==> src/rtl/serial_subtractor_if.sv <==
// Request/result bundle for the bit-serial subtractor: operands and start in,
// busy/done status and registered DIFF/BOUT out.
interface serial_subtractor_if #(
    parameter int WIDTH = 8
);
    logic             start;
    logic [WIDTH-1:0] A;
    logic [WIDTH-1:0] B;
    logic             Bin;
    logic             busy;
    logic             done;
    logic [WIDTH-1:0] DIFF;
    logic             BOUT;

    modport master (
        output start, A, B, Bin,
        input  busy, done, DIFF, BOUT
    );

    modport slave (
        input  start, A, B, Bin,
        output busy, done, DIFF, BOUT
    );
endinterface

==> src/rtl/serial_subtractor.sv <==
// Bit-serial WIDTH-bit subtractor: DIFF = A - B - Bin, LSB first, through one
// full-subtractor cell and a borrow flop. Results are held until the next start.
module serial_subtractor #(
    parameter int WIDTH = 8
) (
    input logic                clk,
    input logic                rst,
    serial_subtractor_if.slave bus
);
    localparam int CNT_W = $clog2(WIDTH) + 1;

    typedef enum logic [1:0] {
        IDLE  = 2'd0,
        SHIFT = 2'd1,
        DONE  = 2'd2
    } state_t;

    state_t           state_q, state_d;
    logic [WIDTH-1:0] a_sr_q, a_sr_d;
    logic [WIDTH-1:0] b_sr_q, b_sr_d;
    logic [WIDTH-1:0] d_sr_q, d_sr_d;
    logic [WIDTH-1:0] diff_q, diff_d;
    logic             br_q, br_d;
    logic             bout_q, bout_d;
    logic [CNT_W-1:0] cnt_q, cnt_d;

    logic             cell_d;
    logic             cell_bo;
    logic [WIDTH-1:0] d_sr_shift;

    function automatic logic fs_diff(input logic a, input logic b, input logic bi);
        return a ^ b ^ bi;
    endfunction

    function automatic logic fs_borrow(input logic a, input logic b, input logic bi);
        return (~a & b) | (~(a ^ b) & bi);
    endfunction

    // Single full-subtractor cell working on the current LSBs
    assign cell_d     = fs_diff(a_sr_q[0], b_sr_q[0], br_q);
    assign cell_bo    = fs_borrow(a_sr_q[0], b_sr_q[0], br_q);
    assign d_sr_shift = {cell_d, d_sr_q[WIDTH-1:1]};

    always_comb begin
        state_d = state_q;
        a_sr_d  = a_sr_q;
        b_sr_d  = b_sr_q;
        d_sr_d  = d_sr_q;
        br_d    = br_q;
        cnt_d   = cnt_q;
        diff_d  = diff_q;
        bout_d  = bout_q;

        case (state_q)
            IDLE: begin
                if (bus.start) begin
                    a_sr_d  = bus.A;
                    b_sr_d  = bus.B;
                    br_d    = bus.Bin;
                    d_sr_d  = '0;
                    cnt_d   = '0;
                    state_d = SHIFT;
                end
            end
            SHIFT: begin
                a_sr_d = {1'b0, a_sr_q[WIDTH-1:1]};
                b_sr_d = {1'b0, b_sr_q[WIDTH-1:1]};
                d_sr_d = d_sr_shift;
                br_d   = cell_bo;
                cnt_d  = cnt_q + CNT_W'(1);
                // Last bit: publish the completed word straight from the shift path
                if (cnt_q == CNT_W'(WIDTH - 1)) begin
                    diff_d  = d_sr_shift;
                    bout_d  = cell_bo;
                    state_d = DONE;
                end
            end
            DONE: begin
                state_d = IDLE;
            end
            default: begin
                state_d = IDLE;
            end
        endcase
    end

    always_ff @(posedge clk) begin
        if (rst) begin
            state_q <= IDLE;
            a_sr_q  <= '0;
            b_sr_q  <= '0;
            d_sr_q  <= '0;
            br_q    <= 1'b0;
            cnt_q   <= '0;
            diff_q  <= '0;
            bout_q  <= 1'b0;
        end else begin
            state_q <= state_d;
            a_sr_q  <= a_sr_d;
            b_sr_q  <= b_sr_d;
            d_sr_q  <= d_sr_d;
            br_q    <= br_d;
            cnt_q   <= cnt_d;
            diff_q  <= diff_d;
            bout_q  <= bout_d;
        end
    end

    assign bus.busy = (state_q != IDLE);
    assign bus.done = (state_q == DONE);
    assign bus.DIFF = diff_q;
    assign bus.BOUT = bout_q;
endmodule

==> src/flat_wrapper.sv <==
// flat-port wrapper written by rule: the top's interface ports become plain ports
module serial_subtractor_flat 
#(
    parameter int WIDTH = 8
)
  (clk, rst, bus_start, bus_A, bus_B, bus_Bin, bus_busy, bus_done, bus_DIFF, bus_BOUT);
  serial_subtractor_if #(.WIDTH(WIDTH)) bus_i ();
  input logic clk;
  input logic rst;
  input wire logic [$bits(bus_i.start)-1:0] bus_start;
  input wire logic [$bits(bus_i.A)-1:0] bus_A;
  input wire logic [$bits(bus_i.B)-1:0] bus_B;
  input wire logic [$bits(bus_i.Bin)-1:0] bus_Bin;
  output wire logic [$bits(bus_i.busy)-1:0] bus_busy;
  output wire logic [$bits(bus_i.done)-1:0] bus_done;
  output wire logic [$bits(bus_i.DIFF)-1:0] bus_DIFF;
  output wire logic [$bits(bus_i.BOUT)-1:0] bus_BOUT;
  assign bus_i.start = bus_start;
  assign bus_i.A = bus_A;
  assign bus_i.B = bus_B;
  assign bus_i.Bin = bus_Bin;
  assign bus_busy = bus_i.busy;
  assign bus_done = bus_i.done;
  assign bus_DIFF = bus_i.DIFF;
  assign bus_BOUT = bus_i.BOUT;
  serial_subtractor #(.WIDTH(WIDTH)) u_core (.clk(clk), .rst(rst), .bus(bus_i));
endmodule
==> config.mk <==
export PLATFORM = sky130hd
export DESIGN_NAME = serial_subtractor_flat
export DESIGN_NICKNAME = d
export VERILOG_FILES = /design/src/rtl/serial_subtractor_if.sv /design/src/rtl/serial_subtractor.sv /design/src/flat_wrapper.sv
export SDC_FILE = /design/constraint.sdc
export NUM_CORES = 1
export LEC_CHECK = 0
export BUFFER_PORTS_ARGS = -buffer_cell sky130_fd_sc_hd__buf_2
export CAP_MARGIN = 20
export CORE_ASPECT_RATIO = 1.1
export CORE_MARGIN = 10
export CORE_UTILIZATION = 49
export CTS_CLUSTER_DIAMETER = 150
export CTS_CLUSTER_SIZE = 25
export DETAILED_ROUTE_END_ITERATION = 8
export PLACE_DENSITY = 0.76
export SETUP_SLACK_MARGIN = 0.15
export SLEW_MARGIN = 20
export SYNTH_ARGS = -nofsm -noshare
export SYNTH_HDL_FRONTEND = slang
export SYNTH_SLANG_ARGS = --single-unit
==> constraint.sdc <==
create_clock -name clk -period 1.3 [get_ports clk]
set_input_delay 0.26 -clock clk [delete_from_list [all_inputs] [get_ports clk]]
set_output_delay 0.26 -clock clk [all_outputs]
set_load 0.1 [all_outputs]
==> out/metrics.yaml, run 1 <==
hold_ws_ns: 0.2219
hold_depth: 3
required_ns: 1.04
r2r_slack_ns: -0.07
cts_tree: "yes"
critPathBufInv: 2
fin_cells: 318
grt_pass1_wl_um: 8549
n_fill_cell: 257
grt_max_degree: 18
gr-total-overflow: 0
area_delta_synth_final_pct: 45.62
leakage_nw: 1.049
r2r-end: "u_core.d_sr_q[5]$_SDFFE_PP0P_"
num_vias: 1833
outcome: "finished, violations left"
yosysUniqueCellTypes: 31
period_share_pct: 109.6
finalCriticalPeriod_ns: 1.425
drt_iter0_drc: 165
synth-edff-count: 0
h-tree-depth: 2
via_per_inst: 5.764
initial_core_util_pct: 50.38
ant_nets: 0
pin_count: 31
drcViolationCount: 0
die_width_um: 78.22
syn_area_per_cell_sq_um: 8.229
setup_viol: 12
path_clk_slew_ns: 0.08
critPathCaptureType: "primary output"
track_usage_pct: 15.77
synth_nets: 244
path_class: "flip-flop to primary output"
placed_cells: 296
synthArstFlopShare_pct: 0
yosysWarnings: 0
synthTopCellsByArea: "dfxtp_1 (43%), a21oi_1 (11%), o221a_2 (8.0%), nor2_1 (7.4%), inv_1 (3.5%)"
maxCapViolations: 0
dp_slack_ns: 0.02118
num-nets-final: 289
setup_ws_ns: -0.1251
synthCells: 222
drt_wl_total_um: 5203
worstRegToRegCells: 7
min_from: "bus_B[6]"
cts_made_buffers: 5
num_rows: 23
yosys.area.top_type: "dfxtp_1"
relSlewSlack_pct: 77.09
crit_top_cell: "buf_12"
yosysMostFrequentCell: "a21oi_1"
antenna_cells: 0
crit_family: "flip-flops"
finalHoldViolations: 0
slowest_stage: "dfxtp_2"
netlist.area_leader.share_pct: 42.74
coreArea_sq_um: 3626
netlist_area_sq_um: 1827
hold_class: "input port to flip-flop"
drive_gt1_share_pct: 46.27
insertion_delay_ns: 0.29
ys_seq_elements: 39
max_stage_delay_ns: 0.34
die_area_sq_um: 6573
clockRootBuffer: "clkbuf_8"
wire_per_inst_um: 16.36
synthTopCellsByCount: "a21oi_1 (41), dfxtp_1 (39), nor2_1 (36)"
ys_seq_area_share_pct: 42.74
arrival_ns: 1.17
slew_viol_final: 0
die_h_um: 84.04
crit_fanout: 3
first_global_vias: 1831
post-route-util_pct: 73.36
place.port_buffers: 30
antenna_found_initial: 0
rsz0062_at_grt: "yes"
dpl.hpwl_um: 2973
cts_sinks: 39
synth_flop_cell: "dfxtp_1"
postCtsHoldBufs: 0
cts_buffer_depth: 2
peakVddDrop_mv: 0.7376
place_congestion: 0.7715
violations: "setup timing"
critical_path.cell_chain: "buf_12 > or2_4 > buf_12"
clock.fmax_mhz: 701.7
min_to: "u_core.b_sr_q[6]$_SDFFE_PP0P_"
finalSetupTns_ns: -0.5200
finClkSkew_ns: 0.005845
first_pass_iters: 4
cp-start-kind: "flip-flop"
power_density_nw_per_um2: 985.7
max_slew.worst_pin.slew_ns: 0.3437
timing.rr.start: "u_core.state_q[0]$_SDFFE_PP0P_"
layer usage:
layer	wire length (um)	part of all wire [%]	global-route usage (%)
met5	0	0	0
met4	112	2.2	5.546
met3	416	8.0	6.789
met2	2552	49	26.95
met1	2122	41	16.73
registers in the layout, summed over array words and instances, names as in the netlist:
name	count
u_core.a_sr_q	8
u_core.b_sr_q	8
u_core.bus.DIFF	8
u_core.d_sr_q	7
u_core.cnt_q	4
u_core.state_q	2
u_core.br_q	1
u_core.bus.BOUT	1
cell usage in the layout, fill, tap and decap left out, types with 4 or more instances in the layout:
master and n:
nor2_2 4, o221a_2 13, a21oi_2 8, clkbuf_8 7, o31ai_2 5, inv_1 15
dfxtp_2 13, nand3_1 10, buf_4 16, nor2_1 32, a22oi_1 8, dfxtp_1 25
a21oi_1 33, nand2_1 4, buf_6 5, buf_12 13, buf_2 20
final cells by class:
cell class	count	area [sq um]	share of cell area, %
Sequential cell	39	800.8	30.10
Inverter	17	63.81	2.399
Clock buffer	8	100.1	3.763
Tap cell	50	62.56	2.352
Timing Repair Buffer	56	601.8	22.62
Multi-Input combinational cell	148	1031	38.76
worst reg2reg max path: stages (launching register included):
cell,delay (ns)
dfxtp_2,0.35
buf_12,0.11
buf_4,0.21
o21bai_4,0.10
buf_6,0.13
buf_4,0.14
a22oi_1,0.15
nor2_1,0.06
report_power, final:
group	total [W]	switching, W	internal [W]	leakage, nW
Sequential	0.00129	0.0000450	0.00125	0.326
Combinational	0.000437	0.000229	0.000208	0.671
Clock	0.000892	0.000408	0.000484	0.0515
metrics by stage:
step / cell area [sq um] / power [W]
6_report: 2660 / 0.002622
5_1_grt: 2660 / 0.002740
4_1_cts: 2590 / 0.002604
3_5_place_dp: 2271 / 0.001673
3_3_place_gp: 2271 / 0.001661
2_1_floorplan: 1913 / 0.001577
cells by family after synthesis:
kind of cell	count (synthesis)	share of synthesized area (%)
buf+inv	38	9.452
flops	39	42.74
simple gates	62	15.55
fa+ha+maj	2	1.781
compound gates	80	29.93
mux	1	0.5480
how the worst max path moves through the flow:
stage,start,end,cells past startpoint
after global routing,u_core.state_q[0]$_SDFFE_PP0P_,bus_busy,3
after global placement,u_core.state_q[1]$_SDFFE_PP0P_,u_core.b_sr_q[6]$_SDFFE_PP0P_,3
after floorplan,u_core.state_q[1]$_SDFFE_PP0P_,bus_done,3
after CTS,u_core.state_q[0]$_SDFFE_PP0P_,bus_busy,3
final,u_core.state_q[0]$_SDFFE_PP0P_,bus_busy,3
after detailed placement,u_core.state_q[1]$_SDFFE_PP0P_,u_core.b_sr_q[6]$_SDFFE_PP0P_,3
what timing repair did:
item	in CTS	in global routing
gates resized for setup	20	17
pin swaps	3	3
buffers inserted	7	0
cloned	7	0
endpoints found under the setup margin	26	40
Note: power is estimated with default switching activity, not from simulation.
==> run 2, diff against run 1 <==
--- a/config.mk
+++ b/config.mk
@@ -6,7 +6,6 @@
 export NUM_CORES = 1
 export LEC_CHECK = 0
 export BUFFER_PORTS_ARGS = -buffer_cell sky130_fd_sc_hd__buf_2
-export CAP_MARGIN = 20
 export CORE_ASPECT_RATIO = 1.1
 export CORE_MARGIN = 10
 export CORE_UTILIZATION = 49
==> constraint.sdc (replaced) <==
create_clock -name clk -period 1.3 [get_ports clk]
set_input_delay 0 -clock clk [delete_from_list [all_inputs] [get_ports clk]]
set_output_delay 0 -clock clk [all_outputs]
set_load 0.1 [all_outputs]
==> out/metrics.yaml, run 2 (same netlist as run 1, synthesis figures left out) <==
outcome: "finished, final reports clean"
via_per_inst: 5.584  # -3.1%
drcViolationCount: 0  # unchanged
drt_wl_total_um: 5008  # -3.7%
path_class: "flip-flop to flip-flop"
clockRootBuffer: "clkbuf_8"
setup_viol: 0  # -12
arrival_ns: 1.46  # +0.29 ns
regArea_sq_um: 805.8  # +0.63%
cts_buffer_depth: 2  # unchanged
crit_fanout: 2  # -1
coreArea_sq_um: 3626  # unchanged
die_area_sq_um: 6573  # unchanged
place.port_buffers: 30  # unchanged
required_ns: 1.52  # +0.48 ns
most-common-layout-cells: "a21oi_1 (35), buf_2 (28), nor2_1 (27)"
antenna_cells: 0  # unchanged
rsz0062_at_grt: "yes"
dpl.hpwl_um: 2788  # -6.2%
p_total_w: 0.002952  # +13%
die_width_um: 78.22  # unchanged
path_clk_slew_ns: 0.08  # about the same
power_density_nw_per_um2: 1098  # +11%
ant_nets: 0  # unchanged
place_congestion: 0.7652  # -0.82%
mostFrequentLayoutCell: "a21oi_1"
dp_slack_ns: 0.005962  # -0.01522 ns
num_vias: 1787  # -2.5%
max_slew.worst_pin.slew_ns: 0.4893  # +0.1456 ns
finClkSkew_ns: 0.006850  # +0.001005 ns
grt_max_degree: 26  # +8
fin_cells: 320  # +0.63%
leakage_nw: 1.077  # +2.7%
critPathCaptureType: "flip-flop"
cts_tree: "yes"
first_global_vias: 1749  # -4.5%
num_rows: 23  # unchanged
antenna_found_initial: 0  # unchanged
period_share_pct: 95.56  # -14 points
placed_cells: 294  # -0.68%
insertion_delay_ns: 0.30  # about the same
cts_sinks: 39  # unchanged
hold_class: "input port to flip-flop"
n_fill_cell: 255  # -0.78%
area_delta_synth_final_pct: 47.19
num-nets-final: 291  # +0.69%
track_usage_pct: 14.80  # -0.97 points
first_pass_iters: 4  # unchanged
slew_viol_final: 0  # unchanged
finalHoldViolations: 0  # unchanged
relSlewSlack_pct: 67.61  # -9.5 points
wire_per_inst_um: 15.65  # -4.3%
peakVddDrop_mv: 0.8740  # +19%
grt_pass1_wl_um: 8128  # -4.9%
drt_iter0_drc: 156  # -5.5%
multiInputGateArea_sq_um: 1052  # +2.1%
finalCriticalPeriod_ns: 1.242  # -0.1828 ns
die_h_um: 84.04  # unchanged
maxCapViolations: 0  # unchanged
gr-total-overflow: 0  # unchanged
finalSetupTns_ns: 0  # +0.5200 ns
setup_ws_ns: 0.05773  # +0.1828 ns
h-tree-depth: 2  # unchanged
clock.fmax_mhz: 805.0  # +15%
cp-start-kind: "flip-flop"
drive_gt1_share_pct: 47.41  # +1.1 points
hold_ws_ns: 0.1089  # -0.1129 ns
pin_count: 31  # unchanged
cts_made_buffers: 5  # unchanged
initial_core_util_pct: 50.38  # unchanged
-- run 2: cell types whose count changed in the layout (fill, tap and decap cells not counted), sizes merged --
cell / delta
and2b: -2
buf: +1
clkbuf: -1
bufbuf: -1
bufinv: +2
dlygate4sd3: +3
-- run 2: where the power goes --
part	total [W]	internal (W)	switching, W
clock network	0.00119	0.000767	0.000428
logic	0.000461	0.000231	0.000230
registers	0.00130	0.00125	0.0000478
total	0.00295	0.00225	0.000705
-- run 2: worst paths after layout --
| path | from | end | slack [ns] | depth (start not counted) |
|---|---|---|---|---|
| min reg2reg | u_core.bus.DIFF[3]$_SDFFE_PP0P_ | u_core.bus.DIFF[3]$_SDFFE_PP0P_ | 0.46 | 2 |
| max | u_core.br_q$_SDFFE_PP0P_ | u_core.bus.DIFF[7]$_SDFFE_PP0P_ | 0.06 | 4 |
| min | bus_Bin | u_core.br_q$_SDFFE_PP0P_ | 0.11 | 4 |
| max reg2reg | u_core.br_q$_SDFFE_PP0P_ | u_core.bus.DIFF[7]$_SDFFE_PP0P_ | 0.06 | 4 |
-- run 2: routing by layer --
metal	global-route usage, %	part of all wire [%]
met1	17.01	41
met2	24.93	51
met3	4.957	6.7
met4	4.731	1.2
met5	0	0
-- run 2: cell type report --
class,instances,share of cell area (%)
Multi-Input combinational cell,146,39.13
Sequential cell,39,29.97
Timing Repair Buffer,60,21.27
Clock buffer,6,2.699
Inverter,17,2.373
Tap cell,50,2.327
Clock inverter,2,2.234
-- run 2: timing repair --
action                                  in CTS  in global routing
resized for setup                           31                 30
cloned                                       2                  1
hold buffers                                 3                  0
endpoints found under the setup margin      38                 38
setup buffers                               11                  1
hold endpoints to repair                     3                  0
pin swaps                                    7                 22
-- run 2: worst max-delay path: stages, from the launching register on --
cell and delay, ns:
dfxtp_2 0.34, inv_2 0.05, fa_2 0.58, nand3_2 0.07, a21oi_2 0.13
-- run 2: per-stage QoR --
step           cell area, sq um  util [%]
6_report                   2689     74.15
3_5_place_dp               2116     58.35
3_3_place_gp               2116     58.35
5_1_grt                    2689     74.15
2_1_floorplan              1886         -
4_1_cts                    2521     69.53
